`config.mk`:
```
export PLATFORM = sky130hd
export DESIGN_NAME = input_conditioner
export DESIGN_NICKNAME = d
export VERILOG_FILES = /design/src/rtl/input_conditioner_pkg.sv /design/src/rtl/input_conditioner_debounce_bit.sv /design/src/rtl/input_conditioner.sv
export SDC_FILE = /design/constraint.sdc
export NUM_CORES = 1
export LEC_CHECK = 0
export ABC_AREA = 1
export BUFFER_PORTS_ARGS = -buffer_cell sky130_fd_sc_hd__buf_2
export CAP_MARGIN = 10
export CORE_MARGIN = 5
export CORE_UTILIZATION = 63
export CTS_CLUSTER_SIZE = 28
export DETAILED_ROUTE_END_ITERATION = 16
export GPL_TIMING_DRIVEN = 0
export PLACE_DENSITY_LB_ADDON = 0.3
export SYNTH_ARGS = -nofsm -noshare
export SYNTH_HDL_FRONTEND = slang
export SYNTH_SLANG_ARGS = --single-unit
export TNS_END_PERCENT = 1
```
`constraint.sdc`:
```
create_clock -name clk_clk -period 1.93 [get_ports clk_clk]
set_input_delay 0.386 -clock clk_clk [delete_from_list [all_inputs] [get_ports clk_clk]]
set_output_delay 0.386 -clock clk_clk [all_outputs]
set_load 0.02 [all_outputs]
```
`src/rtl/input_conditioner_pkg.sv`:
```
// Shared constants for the board input conditioner: default debounce
// window, input widths and the level each input class rests at in reset.
package input_conditioner_pkg;

    // 10 ms at 50 MHz
    localparam int unsigned DEFAULT_DEBOUNCE_CYCLES = 500000;
    localparam int unsigned DEFAULT_CNT_W           = 20;

    localparam int unsigned KEY_W = 3;
    localparam int unsigned SW_W  = 8;

    // Keys are active-low, so "released" is all ones; switches rest low.
    localparam logic [KEY_W-1:0] KEY_RST = 3'b111;
    localparam logic [SW_W-1:0]  SW_RST  = 8'h00;

endpackage

```
`src/rtl/input_conditioner_debounce_bit.sv`:
```
// One input bit: two-flop synchronizer, saturating run counter and the
// accepted (stable) level. A new level is accepted only after it has been
// seen on the synchronized signal for DEBOUNCE_CYCLES consecutive samples.
module debounce_bit #(
    parameter int unsigned DEBOUNCE_CYCLES = 4,
    parameter int unsigned CNT_W           = 20,
    parameter logic        RST_LEVEL       = 1'b0
) (
    input  logic i_clk,
    input  logic i_rst_n,
    input  logic i_raw,
    output logic o_stable
);

    // The counter stops at this value; the next mismatching sample accepts.
    localparam logic [CNT_W-1:0] CNT_LAST = CNT_W'(DEBOUNCE_CYCLES - 1);

    logic             r_sync1;
    logic             r_sync2;
    logic             r_stable;
    logic [CNT_W-1:0] r_cnt;
    logic             w_differs;

    assign w_differs = r_sync2 ^ r_stable;
    assign o_stable  = r_stable;

    // Synchronize the raw pin, count how long it has disagreed with the
    // accepted level, and accept it once the run is long enough.
    always_ff @(posedge i_clk) begin
        if (!i_rst_n) begin
            r_sync1  <= RST_LEVEL;
            r_sync2  <= RST_LEVEL;
            r_stable <= RST_LEVEL;
            r_cnt    <= '0;
        end else begin
            r_sync1 <= i_raw;
            r_sync2 <= r_sync1;
            if (!w_differs) begin
                r_cnt <= '0;
            end else if (r_cnt == CNT_LAST) begin
                r_stable <= r_sync2;
                r_cnt    <= '0;
            end else begin
                r_cnt <= r_cnt + CNT_W'(1);
            end
        end
    end

endmodule

```
`src/rtl/input_conditioner.sv`:
```
// Board input conditioner: debounces 3 active-low pushbuttons and 8 slide
// switches for the SoC PIOs, and flags accepted key presses/releases with
// registered one-cycle pulses.
module input_conditioner
    import input_conditioner_pkg::*;
#(
    parameter int unsigned DEBOUNCE_CYCLES = DEFAULT_DEBOUNCE_CYCLES,
    parameter int unsigned CNT_W           = DEFAULT_CNT_W
) (
    input  logic             clk_clk,
    input  logic             reset_reset_n,
    input  logic [KEY_W-1:0] key_raw,
    input  logic [SW_W-1:0]  sw_raw,
    output logic [KEY_W-1:0] key_wire_export,
    output logic [SW_W-1:0]  sw_wire_export,
    output logic [KEY_W-1:0] key_press_pulse,
    output logic [KEY_W-1:0] key_release_pulse
);

    logic [KEY_W-1:0] w_key_stable;
    logic [SW_W-1:0]  w_sw_stable;
    logic [KEY_W-1:0] r_key_prev;
    logic [KEY_W-1:0] r_press;
    logic [KEY_W-1:0] r_release;

    for (genvar gi = 0; gi < KEY_W; gi++) begin : g_key
        debounce_bit #(
            .DEBOUNCE_CYCLES (DEBOUNCE_CYCLES),
            .CNT_W           (CNT_W),
            .RST_LEVEL       (KEY_RST[gi])
        ) u_db (
            .i_clk    (clk_clk),
            .i_rst_n  (reset_reset_n),
            .i_raw    (key_raw[gi]),
            .o_stable (w_key_stable[gi])
        );
    end

    for (genvar gi = 0; gi < SW_W; gi++) begin : g_sw
        debounce_bit #(
            .DEBOUNCE_CYCLES (DEBOUNCE_CYCLES),
            .CNT_W           (CNT_W),
            .RST_LEVEL       (SW_RST[gi])
        ) u_db (
            .i_clk    (clk_clk),
            .i_rst_n  (reset_reset_n),
            .i_raw    (sw_raw[gi]),
            .o_stable (w_sw_stable[gi])
        );
    end

    // Edge detect on the accepted key levels; the previous level resets to
    // "released" so leaving reset never fakes a transition.
    always_ff @(posedge clk_clk) begin
        if (!reset_reset_n) begin
            r_key_prev <= KEY_RST;
            r_press    <= '0;
            r_release  <= '0;
        end else begin
            r_key_prev <= w_key_stable;
            r_press    <= r_key_prev & ~w_key_stable;
            r_release  <= ~r_key_prev & w_key_stable;
        end
    end

    assign key_wire_export   = w_key_stable;
    assign sw_wire_export    = w_sw_stable;
    assign key_press_pulse   = r_press;
    assign key_release_pulse = r_release;

endmodule

```
==> metrics.txt, run 1 <==
status=finished clean; Max Cap Viol=0; Crit path arrival time=2.16 ns; row cnt=52; worst hold slack=0.0414 ns; CTS Hold Bufs=0; # fillers=1709; Port Buf Inserts=28; critical path class=reg2reg; PD cells=756 nW/µm²; ys flop type=dfxtp_1; CP Capture Type=flip-flop; Worst Max-Slew Pin Slew=0.833 ns; Wirelength per Cell=11.5 µm; register area=5250 µm²; initial antenna violation count=0; Comb power frac=1.4%; Slowest-stage cell, CP=dfxtp_1; Cell variety after synth=34; Placed Cells incl. Taps=2231; hold crit path type=in2reg; final std cells w/o fill=2282; sw frac=20.3%; required time of the critical path=2.35 ns; Peak VDD IR=0.788 mV; vias in the first global route=11000; share of layout cells above drive strength 1=8.85%; Die Wd=154 µm; Num Clock Sinks=262; Skew-Pair Late Insertion Delay=0.53 ns; CTS clk-pin slew, worst paths=0.06 ns; most common cell after layout, fill and taps aside=nand2_1; CP cell instances=ha_1 -> nand3_2 -> nor2_2 -> nand3_1 -> nand2_2 -> buf_6 -> nor2_1; final worst path period share=89.9%; number of flops mapped to enable cells by yosys=0; Post-Synthesis Cells=1933; wirelength, routed=26.4 mm; Antenna Cells=0; largest net degree at the start of global routing=14; Fin Setup TNS=0 ns; switching pwr=2.22 mW; Syn. warnings=0; CTS tree=built; CP delay by family, top=simple AND/OR/NAND/NOR gates; Final Max Tran Viols=0; post_cts resized=0; vias per cell=5.10; number of synthesized register bits=262; via count=11600; total gr overflow=0; Setup Fix Bufs, Post-CTS=0; RSZ-0062 raised after global routing=no; Max Clock Skew=0.00916 ns; multi-input logic area=6830 µm²; Synth Net Count=1957; Avg Cell Area, Syn=6.75 µm²; sequential fraction of the synthesis area=40.2%; total core area=20300 µm²; Critical path buffers and inverters=1; H-tree depth=1; final setup violation count=0; post-DP HPWL=19.3 mm; starting DRC count in detailed routing=564; most frequent cells in the layout=502 x nand2_1, 442 x nor2_1, 262 x dfxtp_1, 196 x inv_1, 130 x nand3_1; Max Clk Rate=0.576 GHz; routability congestion estimate=0.938; clock tree buffer depth=3; CTS root buffer=clkbuf_16; part of the power in registers=49.8%; Ports=30; fin nets=2015; first-pass GRT wire length=47.0 mm; Routed Antenna Nets=0; Max stage delay on crit path=0.43 ns; die area=23700 µm²; die span in y=154 µm; internal power=8.72 mW; ys async rst share=0%; critical path peak fanout=10; Hold Fails Final Rpt=0; Tot GR Track Use=22.3%; fin crit period=1.74 ns; CP Launch Type=flip-flop; area grow syn2layout=10.9%; Post-Syn Area=13000 µm²; P_leak=4.77 nW; drt first pass iters=5; Initial Util=64.3%; Num CTS Buffers=28; drc violations=0; Clk pwr share=48.8%; Rel. slew slack=44.4%
-- Yosys cell counts, types with 11 or more instances --
| cell type | n | area, µm² |
|---|---|---|
| nand2_1 | 502 | 1880 |
| nor2_1 | 442 | 1660 |
| dfxtp_1 | 262 | 5250 |
| inv_1 | 196 | 736 |
| nand3_1 | 130 | 651 |
| a21oi_1 | 81 | 405 |
| xor2_1 | 60 | 526 |
| xnor2_1 | 40 | 350 |
| nand4_1 | 36 | 225 |
| nor2_2 | 32 | 200 |
| o21ai_0 | 19 | 95.1 |
| nor3_1 | 17 | 85.1 |
| buf_4 | 14 | 105 |
| or2_2 | 14 | 87.6 |
| nand3_2 | 12 | 120 |
| or2_0 | 12 | 75.1 |
| ha_1 | 11 | 138 |
-- registers in the layout (all words and copies together), names as in the netlist, 8 cells and up --
| register | flops |
|---|---|
| g_key.u_db.r_cnt | 60 |
| g_sw.u_db.o_stable | 8 |
| g_sw.u_db.r_cnt | 160 |
| g_sw.u_db.r_sync1 | 8 |
| g_sw.u_db.r_sync2 | 8 |
-- logic make-up (layout without fill, tap and decap cells) --
kind of cell,count (synthesis),after routing,synth area share [%]
AO/OA/AOI/OAI,114,114,4.93
flip-flops,262,262,40.2
adder cells (fa/ha/maj),11,11,1.05
XOR/XNOR,100,100,6.71
AND/OR/NAND/NOR,1220,1220,39.6
buffers and inverters,226,305,7.50
-- per-layer routing --
metal	global-route usage, %	vias to the layer above	part of all wire [%]
li1	-	6130	-
met1	30.4	5192	48
met2	37.6	260	45
met3	3.26	48	5.1
met4	5.34	0	1.8
met5	0	-	0
-- final timing paths --
| path | from | end | slack, ns | cells after the start |
|---|---|---|---|---|
| hold / removal | key_raw[0] | g_key[0].u_db.r_sync1 | 0.04 | 2 |
| setup / recovery | g_sw[2].u_db.r_cnt[0] | g_sw[2].u_db.r_cnt[18] | 0.19 | 7 |
| setup reg to reg | g_sw[2].u_db.r_cnt[0] | g_sw[2].u_db.r_cnt[18] | 0.19 | 7 |
| hold reg to reg | g_sw[1].u_db.r_sync1 | g_sw[1].u_db.r_sync2 | 0.41 | 2 |
-- layout make-up --
type | instances | share of cell area (%)
clock inverters | 14 | 0.873
clock buffers | 37 | 5.64
multi-input cells | 1445 | 47.2
plain buffers | 28 | 1.61
well taps | 270 | 2.33
repair buffers | 28 | 0.968
flip-flops and latches | 262 | 36.2
inverters | 198 | 5.15
-- stage by stage --
step	utilization, %	instance area (µm²)	worst slack, ns	power [mW]
after floorplan	-	13000	0.489	5.67
after global placement	66.6	13500	0.212	5.72
after detailed placement	66.6	13500	0.164	5.72
after CTS	71.3	14500	0.155	11.1
after global routing	71.3	14500	0.0377	11.3
final	71.3	14500	0.194	10.9
-- power by group through the flow --
stage	clock network, mW	logic (mW)	registers, mW
2_1_floorplan	0	0.101	5.57
3_3_place_gp	0	0.148	5.57
3_5_place_dp	0	0.150	5.57
4_1_cts	5.47	0.152	5.45
5_1_grt	5.72	0.169	5.45
6_report	5.34	0.149	5.45
Power figures use the tool's default switching activity.
==> run 2, diff against run 1 <==
--- a/config.mk
+++ b/config.mk
@@ -8,12 +8,14 @@
 export ABC_AREA = 1
 export BUFFER_PORTS_ARGS = -buffer_cell sky130_fd_sc_hd__buf_2
 export CAP_MARGIN = 10
+export CELL_PAD_IN_SITES_DETAIL_PLACEMENT = 1
+export CELL_PAD_IN_SITES_GLOBAL_PLACEMENT = 2
 export CORE_MARGIN = 5
-export CORE_UTILIZATION = 63
+export CORE_UTILIZATION = 36
 export CTS_CLUSTER_SIZE = 28
 export DETAILED_ROUTE_END_ITERATION = 16
 export GPL_TIMING_DRIVEN = 0
-export PLACE_DENSITY_LB_ADDON = 0.3
+export PLACE_DENSITY_LB_ADDON = 0.1
 export SYNTH_ARGS = -nofsm -noshare
 export SYNTH_HDL_FRONTEND = slang
 export SYNTH_SLANG_ARGS = --single-unit
==> metrics.txt, run 2 (synthesis results as in run 1) <==
CTS root buffer=clkbuf_16; CTS clk-pin slew, worst paths=0.06 ns (about the same); Num Clock Sinks=262 (unchanged); die span in y=200 µm (+30%); Ports=30 (unchanged); Num CTS Buffers=31 (+11%); critical path peak fanout=5 (-5); Peak VDD IR=0.715 mV (-9.3%); clock tree buffer depth=3 (unchanged); reg-to-reg slack, setup=0.19 ns (about the same); Setup Fix Bufs, Post-CTS=0 (unchanged); Max Clock Skew=0.0197 ns (+0.0106 ns); Max Clk Rate=0.572 GHz (-0.73%); DP Area=13800 µm² (+1.8%); required time of the critical path=1.54 ns (-0.81 ns); FF-to-FF End=g_sw[2].u_db.r_cnt[11]; Crit path arrival time=1.36 ns (-0.80 ns); Wirelength per Cell=13.6 µm (+18%); RSZ-0062 raised after global routing=no; switching pwr=2.61 mW (+17%); Design Area, Final=14900 µm² (+3.1%); status=finished clean; vias in the first global route=12100 (+10%); worst r2r src=g_sw[2].u_db.r_cnt[0]; Register-to-Register Path Depth=7 (unchanged); Routed Antenna Nets=0 (unchanged); Max Cap Viol=0 (unchanged); vias per cell=4.74 (-7.0%); Fin Setup TNS=0 ns (unchanged); area grow syn2layout=14.3%; Placed Cells incl. Taps=2422 (+8.6%); internal power=9.13 mW (+4.7%); P_leak=4.83 nW (+1.4%); H-tree depth=1 (unchanged); max reg flops=160 (unchanged); final std cells w/o fill=2487 (+9.0%); CP Capture Type=output port; Top reg by flops=g_sw.u_db.r_cnt; Skew-Pair Late Insertion Delay=0.59 ns (+0.06 ns); top flop regs=g_sw.u_db.r_cnt x160, g_key.u_db.r_cnt x60; hold crit path type=in2reg; most frequent cells in the layout=502 x nand2_1, 442 x nor2_1, 262 x dfxtp_1, 196 x inv_1, 130 x nand3_1; most common cell after layout, fill and taps aside=nand2_1; Critical Path Source=g_key[1].u_db.o_stable; share of layout cells above drive strength 1=9.08% (+0.24 points); drc violations=0 (unchanged); die area=40200 µm² (+69%); largest net degree at the start of global routing=17 (+3); total gr overflow=0 (unchanged); Final Max Tran Viols=0 (unchanged); Worst Max-Slew Pin Slew=0.803 ns (-0.0306 ns); first-pass GRT wire length=57.9 mm (+23%); row cnt=69 (+33%); Initial Util=36.6% (-28 points); starting DRC count in detailed routing=280 (-50%); PD cells=787 nW/µm² (+4.1%); fin crit period=1.75 ns (+0.0128 ns); fin nets=2025 (+0.50%); Port Buf Inserts=28 (unchanged); CTS tree=built; Clk pwr share=52.1% (+3.3 points); CP endpoint=key_wire_export[1]; via count=11800 (+1.4%); total core area=35700 µm² (+76%); drt first pass iters=4 (-1); Die Wd=200 µm (+30%); Antenna Cells=0 (unchanged); final core utilization=41.8% (-29 points); routability congestion estimate=0.792 (-16%); final setup violation count=0 (unchanged); sw frac=22.2% (+1.9 points); worst hold slack=0.0263 ns (-0.0151 ns); CP Launch Type=flip-flop; part of the power in registers=46.5% (-3.3 points); Hold Fails Final Rpt=0 (unchanged); Tot GR Track Use=16.7% (-5.7 points); wirelength, routed=33.8 mm (+28%); Rel. slew slack=46.5% (+2.0 points); critical path class=reg2out; post-DP HPWL=25.7 mm (+33%); Comb power frac=1.5% (about the same); initial antenna violation count=0 (unchanged); final worst path period share=90.6% (+0.66 points)
## run 2: how the worst min path moves through the flow
| stage | start | endpoint | slack, ns | cells past startpoint |
|---|---|---|---|---|
| detailed placement | g_key[1].u_db.r_sync1 | g_key[1].u_db.r_sync2 | 0.40 | 1 |
| CTS | sw_raw[4] | g_sw[4].u_db.r_sync1 | 0.003 | 3 |
| floorplan | g_sw[0].u_db.r_sync1 | g_sw[0].u_db.r_sync2 | 0.39 | 2 |
| finish | sw_raw[7] | g_sw[7].u_db.r_sync1 | 0.03 | 3 |
| global placement | g_key[0].u_db.r_sync1 | g_key[0].u_db.r_sync2 | 0.39 | 1 |
| global route | sw_raw[4] | g_sw[4].u_db.r_sync1 | 0.02 | 3 |
## run 2: timing repair
| action | CTS | global route |
|---|---|---|
| endpoints found under the hold margin | 7 | 0 |
| gates resized for setup | 0 | 3 |
| setup endpoints to repair | 0 | 24 |
| hold buffers | 7 | 0 |
## run 2: layout make-up
class / count / area (µm²)
fillers: 4663 / 20700
multi-input cells: 1445 / 6840
flip-flops and latches: 262 / 5250
clock buffers: 42 / 887
inverters: 198 / 746
well taps: 461 / 577
plain buffers: 28 / 233
repair buffers: 35 / 210
clock inverters: 16 / 185
## run 2: critical path: stages, from the launching register on
cell,delay [ns]
dfxtp_1,0.47
buf_4,0.15
buf_2,0.15
## run 2: routing by layer
metal  part of all wire [%]  up-vias  global-route usage, %  wire length (µm)
met5                      0        -                      0                 0
met4                    1.8        0                   3.22               621
met3                    2.7       40                   2.43               899
met2                     47       81                   29.6             16000
met1                     48     5523                   21.7             16300
li1                       -     6149                      -                 -
## run 2: through the flow
step	power, mW	setup WS [ns]
after global placement	5.74	0.0583
after global routing	12.2	0.0141
after floorplan	5.67	0.489
after CTS	12.0	0.0757
after detailed placement	5.74	0.0736
final	11.7	0.182
## run 2: power groups by stage
stage          logic (mW)  registers, mW  clock network, mW
6_report            0.171           5.45               6.11
4_1_cts             0.177           5.45               6.35
3_5_place_dp        0.166           5.57                  0
5_1_grt             0.194           5.45               6.56
3_3_place_gp        0.163           5.57                  0
2_1_floorplan       0.101           5.57                  0
==> run 3, diff against run 2 <==
--- a/config.mk
+++ b/config.mk
@@ -15,7 +15,7 @@
 export CTS_CLUSTER_SIZE = 28
 export DETAILED_ROUTE_END_ITERATION = 16
 export GPL_TIMING_DRIVEN = 0
-export PLACE_DENSITY_LB_ADDON = 0.1
+export PLACE_DENSITY = 0.81
 export SYNTH_ARGS = -nofsm -noshare
 export SYNTH_HDL_FRONTEND = slang
 export SYNTH_SLANG_ARGS = --single-unit
==> metrics.txt, run 3 (synthesis results as in run 1) <==
status=finished clean; Critical Path Source=g_key[1].u_db.r_cnt[0]; Max Clock Skew=0.0162 ns (-0.00354 ns); CP Capture Type=flip-flop; fin worst setup slack=0.164 ns (-0.0180 ns); PD cells=793 nW/µm² (+0.84%); row cnt=69 (unchanged); required time of the critical path=2.40 ns (+0.86 ns); # fillers=4643 (-0.43%); Worst Max-Slew Pin Slew=0.939 ns (+0.136 ns); critical path class=reg2reg; hold crit path type=in2reg; Fin Setup TNS=0 ns (unchanged); drc violations=0 (unchanged); total gr overflow=0 (unchanged); vias per cell=4.74 (about the same); Port Buf Inserts=28 (unchanged); Ports=30 (unchanged); Crit path arrival time=2.24 ns (+0.88 ns); Register-to-Register Path Depth=7 (unchanged); final worst path period share=91.5% (+0.93 points); fin crit period=1.77 ns (+0.0180 ns); DP Worst Slack=0.0854 ns (+0.0118 ns); most common cell after layout, fill and taps aside=nand2_1; worst hold slack=0.0371 ns (+0.0108 ns); starting DRC count in detailed routing=293 (+4.6%); CTS root buffer=clkbuf_16; top flop regs=g_sw.u_db.r_cnt x160, g_key.u_db.r_cnt x60; Rel. slew slack=37.4% (-9.1 points); CP Launch Type=flip-flop; Wirelength per Cell=13.7 µm (+0.68%); final setup violation count=0 (unchanged); initial antenna violation count=0 (unchanged); H-tree depth=1 (unchanged); total core area=35700 µm² (unchanged); Skew-Pair Late Insertion Delay=0.58 ns (about the same); critical path peak fanout=10 (+5); Top reg by flops=g_sw.u_db.r_cnt; Num Clock Sinks=262 (unchanged); via count=11800 (-0.16%); Max Clk Rate=0.566 GHz (-1.0%); clock tree buffer depth=3 (unchanged); routability congestion estimate=0.799 (+0.90%); Initial Util=36.6% (unchanged); share of layout cells above drive strength 1=8.90% (-0.18 points); die area=40200 µm² (unchanged); drt first pass iters=4 (unchanged); Hold Fails Final Rpt=0 (unchanged); hold depth=3 (unchanged); Max Cap Viol=0 (unchanged); vias in the first global route=12300 (+1.8%); first-pass GRT wire length=58.4 mm (+0.85%); fin nets=2023 (-0.099%); CTS clk-pin slew, worst paths=0.06 ns (about the same); Num CTS Buffers=30 (-3.2%); Final Max Tran Viols=0 (unchanged); area grow syn2layout=14.3% (about the same); Antenna Cells=0 (unchanged); Routed Antenna Nets=0 (unchanged); Tot GR Track Use=16.8% (+0.16 points); Setup Fix Bufs, Post-CTS=0 (unchanged); Peak VDD IR=0.666 mV (-6.8%); P_leak=4.84 nW (+0.25%); post-DP HPWL=25.6 mm (-0.14%); die span in y=200 µm (unchanged); Die Wd=200 µm (unchanged); most frequent cells in the layout=502 x nand2_1, 442 x nor2_1, 262 x dfxtp_1, 196 x inv_1, 130 x nand3_1; wirelength, routed=34.0 mm (+0.56%); worst r2r src=g_key[1].u_db.r_cnt[0]; largest net degree at the start of global routing=16 (-1); CTS tree=built; RSZ-0062 raised after global routing=no; Hold Path Origin=sw_raw[5]; max reg flops=160 (unchanged)
[run 3: cell count changes in the layout (fill, tap and decap cells not counted), sizes merged]
cell         delta
clkinvlp        -6
dlygate4sd3     -1
bufinv          +3
clkinv          +2
inv             -1
[run 3: power breakdown]
part	internal, mW	leakage (nW)	switching, mW
registers	5.44	2.12	0.0173
clock network	3.85	0.533	2.36
logic	0.0615	2.20	0.109
[run 3: final timing paths]
kind                            endpoint  slack, ns
setup / recovery  g_key[1].u_db.r_cnt[8]       0.16
hold / removal      g_sw[5].u_db.r_sync1       0.04
setup reg to reg  g_key[1].u_db.r_cnt[8]       0.16
hold reg to reg     g_sw[1].u_db.r_sync2       0.41
[run 3: timing repair]
action                                 4_1_cts  5_1_grt
gates resized for setup                      0        4
hold buffers                                 6        0
endpoints found under the hold margin        6        0
setup endpoints to repair                    0       29
[run 3: stage by stage]
step | utilization [%] | instance area (µm²) | std cells | power, mW
final | 41.8 | 14900 | 2484 | 11.8
after global routing | 41.8 | 14900 | 2484 | 12.3
after CTS | 41.8 | 14900 | 2484 | 12.1
after detailed placement | 38.6 | 13800 | 2422 | 5.74
after global placement | 38.6 | 13800 | 2422 | 5.73
after floorplan | - | 13000 | 1933 | 5.67
[run 3: worst max-delay path, stage by stage (launching register included)]
cell and delay (ns):
dfxtp_1 0.35, ha_1 0.19, nand3_1 0.23, nor2_1 0.19
nand3_1 0.16, nand2_2 0.25, buf_4 0.23, nor2_1 0.06
[run 3: per-layer routing]
| metal | vias up | routed length, µm | global-route usage (%) |
|---|---|---|---|
| met5 | - | 0 | 0 |
| met4 | 0 | 658 | 3.32 |
| met3 | 44 | 765 | 2.25 |
| met2 | 86 | 16500 | 30.7 |
| met1 | 5491 | 16100 | 21.4 |
| li1 | 6153 | - | - |
[run 3: layout make-up]
class	count	area, µm²	share of cell area (%)
Inverter	198	746	5.00
Clock inverter	14	231	1.55
Timing Repair Buffer	34	200	1.34
Buffer	28	233	1.56
Multi-Input combinational cell	1445	6840	45.8
Sequential cell	262	5250	35.2
Tap cell	461	577	3.87
Clock buffer	42	846	5.67
